[config.mk]
export PLATFORM = sky130hd
export DESIGN_NAME = butch_i2s_sched
export DESIGN_NICKNAME = d
export VERILOG_FILES = /design/src/rtl/butch_i2s_sched.sv
export SDC_FILE = /design/constraint.sdc
export NUM_CORES = 1
export LEC_CHECK = 0
export CAP_MARGIN = 10
export CORE_ASPECT_RATIO = 0.7
export CORE_MARGIN = 1.5
export CORE_UTILIZATION = 40
export DETAILED_ROUTE_END_ITERATION = 16
export GPL_TIMING_DRIVEN = 0
export REMOVE_ABC_BUFFERS = 1
export SLEW_MARGIN = 0
export SYNTH_ARGS = -nofsm -noshare
export SYNTH_HDL_FRONTEND = slang
export SYNTH_SLANG_ARGS = --single-unit
[constraint.sdc]
create_clock -name sys_clk -period 14.65 [get_ports sys_clk]
set_clock_uncertainty 0.2 [all_clocks]
set_input_delay 4.395 -clock sys_clk [delete_from_list [all_inputs] [get_ports sys_clk]]
set_output_delay 4.395 -clock sys_clk [all_outputs]
set_load 0.02 [all_outputs]
[src/rtl/butch_i2s_sched.sv]
// -----------------------------------------------------------------------------
// butch_i2s_sched
//   Sequencer/arbiter in front of the Butch I2S register port. On start it
//   programs the bit-clock divider and then the control word. It then streams
//   stereo frames from a local FIFO into the left/right transmit registers once
//   per word-select period. It also shares the single register write port with
//   CPU writes, giving the scheduler priority.
//
//   Optional feature: define BUTCH_I2S_SCHED_MUTE_EN so that a frame slot that
//   finds the FIFO empty writes 16'h0000 to left then right. Without it the
//   slot is skipped and the serialiser repeats its last sample. Either way the
//   sticky underrun flag is set.
//
// Ports
//   sys_clk, resetl       clock (rising edge), asynchronous active-low reset
//   start, stop           pulses: configure+stream / disable+flush
//   src_valid/src_data    stereo frame {left[15:0], right[15:0]} from source
//   src_ready             FIFO not full
//   cpu_wr/cpu_sel/cpu_din CPU register write (held until accepted)
//   cpu_busy              CPU write not accepted this cycle
//   wsout                 word select from I2S (asynchronous)
//   i2s_din, i2s1w..i2s4w write data and strobes (left, right, divider, control)
//   level                 FIFO occupancy
//   underrun              sticky: frame slot found FIFO empty
//   busy                  sequencer not idle
// -----------------------------------------------------------------------------
module butch_i2s_sched #(
   parameter int          FIFO_DEPTH = 8,
   parameter logic [7:0]  DIV_DEF    = 8'h08,
   parameter logic [5:0]  CTRL_DEF   = 6'h05
) (
   input  logic                          sys_clk,
   input  logic                          resetl,
   input  logic                          start,
   input  logic                          stop,
   input  logic                          src_valid,
   input  logic [31:0]                   src_data,
   output logic                          src_ready,
   input  logic                          cpu_wr,
   input  logic [1:0]                    cpu_sel,
   input  logic [15:0]                   cpu_din,
   output logic                          cpu_busy,
   input  logic                          wsout,
   output logic [15:0]                   i2s_din,
   output logic                          i2s1w,
   output logic                          i2s2w,
   output logic                          i2s3w,
   output logic                          i2s4w,
   output logic [$clog2(FIFO_DEPTH):0]   level,
   output logic                          underrun,
   output logic                          busy
);

   localparam int AW = $clog2(FIFO_DEPTH);
   localparam int LW = AW + 1;

   typedef enum logic [2:0] {
      ST_IDLE    = 3'd0,
      ST_CFG_DIV = 3'd1,
      ST_CFG_CTL = 3'd2,
      ST_RUN     = 3'd3,
      ST_STOP    = 3'd4
   } state_t;

   state_t          state_r, state_nxt_s;
   logic [31:0]     mem_r [FIFO_DEPTH];
   logic [AW-1:0]   wr_ptr_r, rd_ptr_r;
   logic [LW-1:0]   level_r;
   logic            ws1_r, ws2_r, ws3_r;
   logic [3:0]      sw_r, sw_nxt_s;          // scheduler strobes, one-hot {ctl,div,right,left}
   logic [15:0]     sdin_r, sdin_nxt_s;
   logic [15:0]     right_r, right_nxt_s;    // right sample latched when the frame is popped
   logic            rpend_r, rpend_nxt_s;    // right write owed next cycle
   logic            slot_q_r, slot_q_nxt_s;  // one slot deferred behind a pending pair
   logic            underrun_r, under_set_s, under_clr_s;
   logic            pop_s, push_s, flush_s;
   logic            fifo_empty_s, fifo_full_s, slot_s, sched_act_s, cpu_acc_s;
   logic [31:0]     rd_data_s;

   assign fifo_empty_s = (level_r == {LW{1'b0}});
   assign fifo_full_s  = (level_r == LW'(FIFO_DEPTH));
   assign rd_data_s    = mem_r[rd_ptr_r];
   assign slot_s       = ws2_r & ~ws3_r;
   assign push_s       = src_valid & ~fifo_full_s & ~flush_s;

   // Word-select synchroniser; ws3 is the delayed copy for rising-edge detection.
   always_ff @(posedge sys_clk or negedge resetl) begin
      if (!resetl) begin
         ws1_r <= 1'b0;
         ws2_r <= 1'b0;
         ws3_r <= 1'b0;
      end else begin
         ws1_r <= wsout;
         ws2_r <= ws1_r;
         ws3_r <= ws2_r;
      end
   end

   // Next-state and next-strobe decode; a strobe is registered on entry to the cycle it appears in.
   always_comb begin
      state_nxt_s  = state_r;
      sw_nxt_s     = 4'b0000;
      sdin_nxt_s   = 16'h0000;
      right_nxt_s  = right_r;
      rpend_nxt_s  = 1'b0;
      slot_q_nxt_s = 1'b0;
      under_set_s  = 1'b0;
      under_clr_s  = 1'b0;
      pop_s        = 1'b0;
      flush_s      = 1'b0;
      case (state_r)
         ST_IDLE: begin
            if (stop) begin
               state_nxt_s = ST_IDLE;
            end else if (start) begin
               state_nxt_s = ST_CFG_DIV;
               sw_nxt_s    = 4'b0100;
               sdin_nxt_s  = {8'h00, DIV_DEF};
               under_clr_s = 1'b1;
            end else begin
               state_nxt_s = ST_IDLE;
            end
         end
         ST_CFG_DIV: begin
            if (stop) begin
               state_nxt_s = ST_STOP;
               sw_nxt_s    = 4'b1000;
               flush_s     = 1'b1;
            end else begin
               state_nxt_s = ST_CFG_CTL;
               sw_nxt_s    = 4'b1000;
               sdin_nxt_s  = {10'h000, CTRL_DEF};
            end
         end
         ST_CFG_CTL: begin
            if (stop) begin
               state_nxt_s = ST_STOP;
               sw_nxt_s    = 4'b1000;
               flush_s     = 1'b1;
            end else begin
               state_nxt_s = ST_RUN;
            end
         end
         ST_RUN: begin
            if (stop) begin
               // stop pre-empts any right write still owed
               state_nxt_s = ST_STOP;
               sw_nxt_s    = 4'b1000;
               flush_s     = 1'b1;
            end else if (rpend_r) begin
               sw_nxt_s     = 4'b0010;
               sdin_nxt_s   = right_r;
               slot_q_nxt_s = slot_s | slot_q_r;
            end else if (slot_s || slot_q_r) begin
               if (!fifo_empty_s) begin
                  pop_s       = 1'b1;
                  sw_nxt_s    = 4'b0001;
                  sdin_nxt_s  = rd_data_s[31:16];
                  right_nxt_s = rd_data_s[15:0];
                  rpend_nxt_s = 1'b1;
               end else begin
                  under_set_s = 1'b1;
`ifdef BUTCH_I2S_SCHED_MUTE_EN
                  sw_nxt_s    = 4'b0001;
                  sdin_nxt_s  = 16'h0000;
                  right_nxt_s = 16'h0000;
                  rpend_nxt_s = 1'b1;
`endif
               end
            end else begin
               slot_q_nxt_s = slot_q_r;
            end
         end
         ST_STOP: begin
            state_nxt_s = ST_IDLE;
         end
         default: begin
            state_nxt_s = ST_IDLE;
         end
      endcase
   end

   // State and registered scheduler write-port drive.
   always_ff @(posedge sys_clk or negedge resetl) begin
      if (!resetl) begin
         state_r  <= ST_IDLE;
         sw_r     <= 4'b0000;
         sdin_r   <= 16'h0000;
         right_r  <= 16'h0000;
         rpend_r  <= 1'b0;
         slot_q_r <= 1'b0;
      end else begin
         state_r  <= state_nxt_s;
         sw_r     <= sw_nxt_s;
         sdin_r   <= sdin_nxt_s;
         right_r  <= right_nxt_s;
         rpend_r  <= rpend_nxt_s;
         slot_q_r <= slot_q_nxt_s;
      end
   end

   // Sticky underrun, cleared only by an accepted start.
   always_ff @(posedge sys_clk or negedge resetl) begin
      if (!resetl) begin
         underrun_r <= 1'b0;
      end else if (under_clr_s) begin
         underrun_r <= 1'b0;
      end else if (under_set_s) begin
         underrun_r <= 1'b1;
      end else begin
         underrun_r <= underrun_r;
      end
   end

   // FIFO pointers and occupancy; flush empties it and drops a same-cycle push.
   always_ff @(posedge sys_clk or negedge resetl) begin
      if (!resetl) begin
         wr_ptr_r <= {AW{1'b0}};
         rd_ptr_r <= {AW{1'b0}};
         level_r  <= {LW{1'b0}};
      end else if (flush_s) begin
         wr_ptr_r <= {AW{1'b0}};
         rd_ptr_r <= {AW{1'b0}};
         level_r  <= {LW{1'b0}};
      end else begin
         if (push_s) begin
            wr_ptr_r <= wr_ptr_r + AW'(1);
         end else begin
            wr_ptr_r <= wr_ptr_r;
         end
         if (pop_s) begin
            rd_ptr_r <= rd_ptr_r + AW'(1);
         end else begin
            rd_ptr_r <= rd_ptr_r;
         end
         case ({push_s, pop_s})
            2'b10:   level_r <= level_r + LW'(1);
            2'b01:   level_r <= level_r - LW'(1);
            default: level_r <= level_r;
         endcase
      end
   end

   // FIFO storage, data only.
   always_ff @(posedge sys_clk) begin
      if (push_s) begin
         mem_r[wr_ptr_r] <= src_data;
      end else begin
         mem_r[wr_ptr_r] <= mem_r[wr_ptr_r];
      end
   end

   // CPU writes pass straight through in cycles the scheduler leaves free.
   // resetl gates the pass-through so reset forces the port quiet at once.
   assign sched_act_s = |sw_r;
   assign cpu_acc_s   = cpu_wr & ~sched_act_s & resetl;
   assign cpu_busy    = cpu_wr & sched_act_s;

   assign i2s1w   = sw_r[0] | (cpu_acc_s & (cpu_sel == 2'd0));
   assign i2s2w   = sw_r[1] | (cpu_acc_s & (cpu_sel == 2'd1));
   assign i2s3w   = sw_r[2] | (cpu_acc_s & (cpu_sel == 2'd2));
   assign i2s4w   = sw_r[3] | (cpu_acc_s & (cpu_sel == 2'd3));
   assign i2s_din = sched_act_s ? sdin_r : (cpu_acc_s ? cpu_din : 16'h0000);

   assign src_ready = ~fifo_full_s;
   assign level     = level_r;
   assign underrun  = underrun_r;
   assign busy      = (state_r != ST_IDLE);

endmodule

After elaboration in Yosys (flattened, before gate mapping)
Memories as Yosys holds them, arrays and structs flattened.
Cells that the tools add are included.
{"block": "word_totals", "regBits": 55, "ramBits": 256, "out_inout_bits": 28, "wordCells": 121, "mem_count": 1}
{"block": "classes", "addsub": 4, "eq_ne": 12, "n_mux": 55, "bitwise_logic": 23, "reduce_logical": 13}
{"name": "mem_r", "words": 8, "width": 32, "read_ports": 1, "rd_clocked_by_memory_dff": 0, "wr": 1, "line_no": "66", "text": "logic [31:0] mem_r [FIFO_DEPTH];"}
{"operator": "$mux 16", "n": 6}
{"operator": "$pmux 16 s3", "n": 1}
{"operator": "$mux 32", "n": 1}
{"operator": "$mux 3", "n": 10}
{"operator": "$mux 1", "n": 28}
{"operator": "$mux 4", "n": 5}
{"operator": "$pmux 4 s4", "n": 1}
{"operator": "$pmux 3 s4", "n": 1}
{"operator": "$and 1x1->1", "n": 10}
{"operator": "$pmux 4 s2", "n": 1}
{"operator": "$not 1->1", "n": 7}
{"operator": "$add 3x1->3 const B", "n": 2}
{"operator": "$eq 2x2->1 const B", "n": 3}
{"operator": "$eq 3x2->1 const B", "n": 2}
{"operator": "$or 1x1->1", "n": 6}
{"operator": "$reduce_bool 2->1", "n": 3}
{"operator": "$reduce_bool 3->1", "n": 2}
{"operator": "$reduce_and 5->1", "n": 1}
{"operator": "$add 4x1->4 const B", "n": 1}
{"operator": "$eq 2x1->1 const B", "n": 2}
{"operator": "$eq 4x4->1 const B", "n": 1}
{"operator": "$logic_not 4->1", "n": 1}
{"operator": "$ne 4x4->1 const B", "n": 1}
{"operator": "$reduce_or 4->1", "n": 1}
{"operator": "other kinds (10)", "n": 10}

Depth between registers and ports, before layout
Gate-level depths: netlist of the first run.
{"block": "depth", "ltp_word": 10, "mapped_depth": 10, "depth_no_buf": 8}

Worst setup path before layout of the first run
No wires, ideal clock.
{"block": "synth_timing", "kind": "input port to output port", "from": "input resetl", "to": "output i2s_din[10]", "t_arrival_ns": 5.265, "required_time_ns": 10.055, "slack_ns": 4.790, "cell_stages": 4, "path_buffers": 1, "path_cell_list": "nand2_1 > nor2_1 > buf_2 > a22o_1"}
{"block": "synth_via", "elab_chain_len": 3}
{"element": "start, declared", "line_no": "33", "text": "input logic resetl,"}
{"element": "$and 1x1->1", "line_no": "256", "text": "assign cpu_acc_s = cpu_wr & ~sched_act_s & resetl;"}
{"element": "$mux 16 (2 in series)", "line_no": "263", "text": "assign i2s_din = sched_act_s ? sdin_r : (cpu_acc_s ? cpu_din : 16'h0000);"}
{"element": "end, declared", "line_no": "44", "text": "output logic [15:0] i2s_din,"}
No other way between the ends.

Worst setup path after layout of the first run
{"block": "layout_timing", "from": "input resetl", "to": "output i2s_din[3]"}
The elaborated chain is that of the path after synthesis.

==> results of run 1 <==
## critical path, cell delays in order
cell             delay [ns]
buf_4                  0.64
nand2_1                0.19
nor2_2                 0.59
buf_16                 0.23
a22o_1                 0.22
clkdlybuf4s50_1        0.63
## synth_stat cells (all sizes together) (4+ instances only)
library cell	n	area [um2]
edfxtp	256	7690
mux4	64	1440
mux2i	34	340
nand2	44	165
nor2	12	45.0
clkbuf	15	56.3
nand2b	4	25.0
buf	16	88.8
a21oi	7	35.0
nor3	9	56.3
a22o	16	140
dfrtp	55	1380
o21ai	33	169
ha	4	50.1
## worst max-delay path by stage
stage / to / cells after the start / start / slack (ns)
4_1_cts: i2s_din[3] / 6 / resetl / 3.05
2_1_floorplan: i2s_din[0] / 3 / resetl / 4.67
6_report: i2s_din[3] / 6 / resetl / 3.11
3_3_place_gp: i2s_din[3] / 5 / resetl / -0.11
3_5_place_dp: i2s_din[3] / 6 / resetl / 3.06
5_1_grt: i2s_din[3] / 6 / resetl / 2.90
## power by group through the flow
stage,logic [uW],registers [uW],clock network (uW)
finish,307,1110,756
global route,332,1120,807
CTS,314,1110,776
detailed placement,312,1130,0
global placement,263,1140,0
floorplan,150,1130,0
## per-stage QoR
stage	total power [uW]	setup WS (ns)
after floorplan	1280	4.67
after global placement	1400	-0.109
after detailed placement	1440	3.06
after CTS	2200	3.05
after global routing	2260	2.90
final	2170	3.11
## layout by cell type, fill, tap and decap left out, types with 6 or more instances in the layout
master / instances
edfxtp_1: 256
clkdlybuf4s50_1: 83
mux4_2: 64
dfrtp_1: 52
nand2_1: 43
mux2i_1: 34
o21ai_0: 32
clkbuf_16: 29
a22o_1: 16
buf_6: 12
buf_4: 9
nor2_1: 8
a21oi_1: 7
clkinv_2: 7
clkinv_1: 6
buf_16: 6
## final cells by class
cell class                 instances  area [um2]
clock buffer                      36         782
timing repair buffer             114        1270
clock inverter                    18         180
fill                            2339       14600
inverter                           4        15.0
sequential                       311        9070
multi-input combinational        271        2860
tap                              378         473
antenna                            1        2.50
## cells by family (layout without fill, tap and decap cells)
logic type | Yosys count | in the layout | share of synthesized area
simple gates | 90 | 90 | 0.0369
xor+xnor | 5 | 5 | 0.00364
flops | 311 | 311 | 0.753
other cells | 0 | 1 | 0
mux | 98 | 98 | 0.148
compound gates | 74 | 74 | 0.0404
buf+inv | 35 | 172 | 0.0133
fa+ha+maj | 4 | 4 | 0.00416
## flip-flops by register name, summed over array words and instances (netlist names), 3 cells and up
name and flops:
right_r 16, state_r 3, sdin_r 16, rd_ptr_r 3, sw_r 4, wr_ptr_r 3, mem_r 256, level 4
## per-layer routing
metal  share of wire  vias to the layer above  wire [um]  global-route usage
li1                -                     2709          -                   -
met1            0.43                     3168      11100               0.226
met2            0.50                      158      12800               0.295
met3           0.060                       31       1550              0.0408
met4           0.015                        2        393              0.0291
met5         0.00050                        -         13                   0
==> impl_results.md, run 1 <==
- Switching share of power: 0.248
- WS Path Type: input port to primary output
- Post-CTS Setup Bufs: 0
- # DRC: 0
- Avg Inst Size Synth: 19.5 um2
- Tcrit/Tclk final: 0.787
- Detailed Route Iter0 Violations: 551
- Routed Antenna Nets: 0
- Hold Fails Final Rpt: 0
- Hold Worst Slack: 0.154 ns
- Worst-case clock buffer depth: 3
- Placed cells: 1078
- Post-DP Area: 13700 um2
- Worst slew pin tran: 1.22 ns
- Drt first pass iters: 4
- Share of cells above drive strength 1: 0.220
- Vias in the first global route: 6509
- Die ar.: 31100 um2
- Worst Hold Launch: ws1_r
- Setup violators final: 0
- Origin of the critical flop-to-flop path: level[1]
- First-pass GRT wire length: 39300 um
- Chip width: 210 um
- Reg-to-Reg End: mem_r[0][12]
- R2R cell count: 8
- IO Pins: 85
- Core area: 29200 um2
- Max-cap viol count: 0
- Flop-to-flop setup slack: 11.65 ns
- Routed vias/inst: 5.36
- Routed vias: 6068
- Int Pwr: 1630 uW
- Post-Route WL: 25900 um
- GPL Wtd Cong: 0.705
- Std cell rows: 52
- DP HPWL: 16300 um
- Die Span Y: 148 um
- Pwr dens: 148 nW/um2
- Mapped cell area: 12000 um2
- Crit-path max FO: 56
- Initial Utilization: 0.412
- Minimum clock period: 11.54 ns
- Worst ir drop on vdd: 0.0907 mV
- Hold Path Class: flip-flop to flip-flop
- Relative slew slack: 0.187
- # hold bufs at CTS: 0
- GR Overflow Total: 0
- Cell count of the worst hold path: 0
- Combinational power share: 0.141
- Design Area, Final: 14700 um2
- CTS tree: done
- Clock sink count: 311
- Routed len/inst: 22.8 um
- GRT Total Usage: 0.171
- Nature of the critical path endpoint: primary output
- Pin count of the biggest net entering global routing: 57
- FMAX: 0.0867 GHz
- Post-CTS sizing: 0
- Clock share of power: 0.348
- IO Port Bufs: 84
- Post-synthesis sequential element count: 311
- Fin nets: 792
- Post-synth EDFFs: 256
- Cells after Synth: 617
- Util after Layout: 0.502
- Status: finished, final reports clean
- Worst Path Required: 10.05 ns
- WHS Endpoint: ws2_r
- Ys Warns: 0
- Seq/Total Area, Yosys: 0.753
- Async set or reset register ratio after synthesis: 0.177
- Clock-pin slew on the worst setup and hold paths: 0.06 ns
- Area Growth Syn to Fin: 21.8%
- Unique cell type count in the Yosys netlist: 48
- Cell Count, Final, Fillers Out: 1133
- Crit path DAT: 6.94 ns
- TNS Setup: 0 ns
- Crit path launch type: input port
- Reg power frac: 0.511
- Cts bufs inserted: 29
- Leak: 0.00490 uW
- Clock latency on the worst-skew pair: 0.56 ns
- NetSw: 540 uW
- H-Tree Depth: 1
- Root Buffer: clkbuf_16
- Initial antenna violation count: 2
- Max Slew Vio Count: 0
- RSZ-0062 raised after global routing: no
- Top FF cell, synth: edfxtp_1
Power figures use the tool's default switching activity.
==> inputs of run 2 (changes only) <==
==> constraint.sdc (replaced) <==
create_clock -name sys_clk -period 10.86 [get_ports sys_clk]
set_clock_uncertainty 0.2 [all_clocks]
set_input_delay 3.258 -clock sys_clk [delete_from_list [all_inputs] [get_ports sys_clk]]
set_output_delay 3.258 -clock sys_clk [all_outputs]
set_load 0.02 [all_outputs]
==> results of run 2 <==
The final DEF is identical to that of run 1. Status: finished, final reports clean.
Among the figures that moved: setup slack after placement 3.06 ns -> 1.55 ns; setup slack after layout 3.11 ns -> 1.60 ns; register-to-register setup slack 11.65 ns -> 7.86 ns; total power 2170 uW -> 2930 uW; worst IR drop on VDD 0.0907 mV -> 0.122 mV
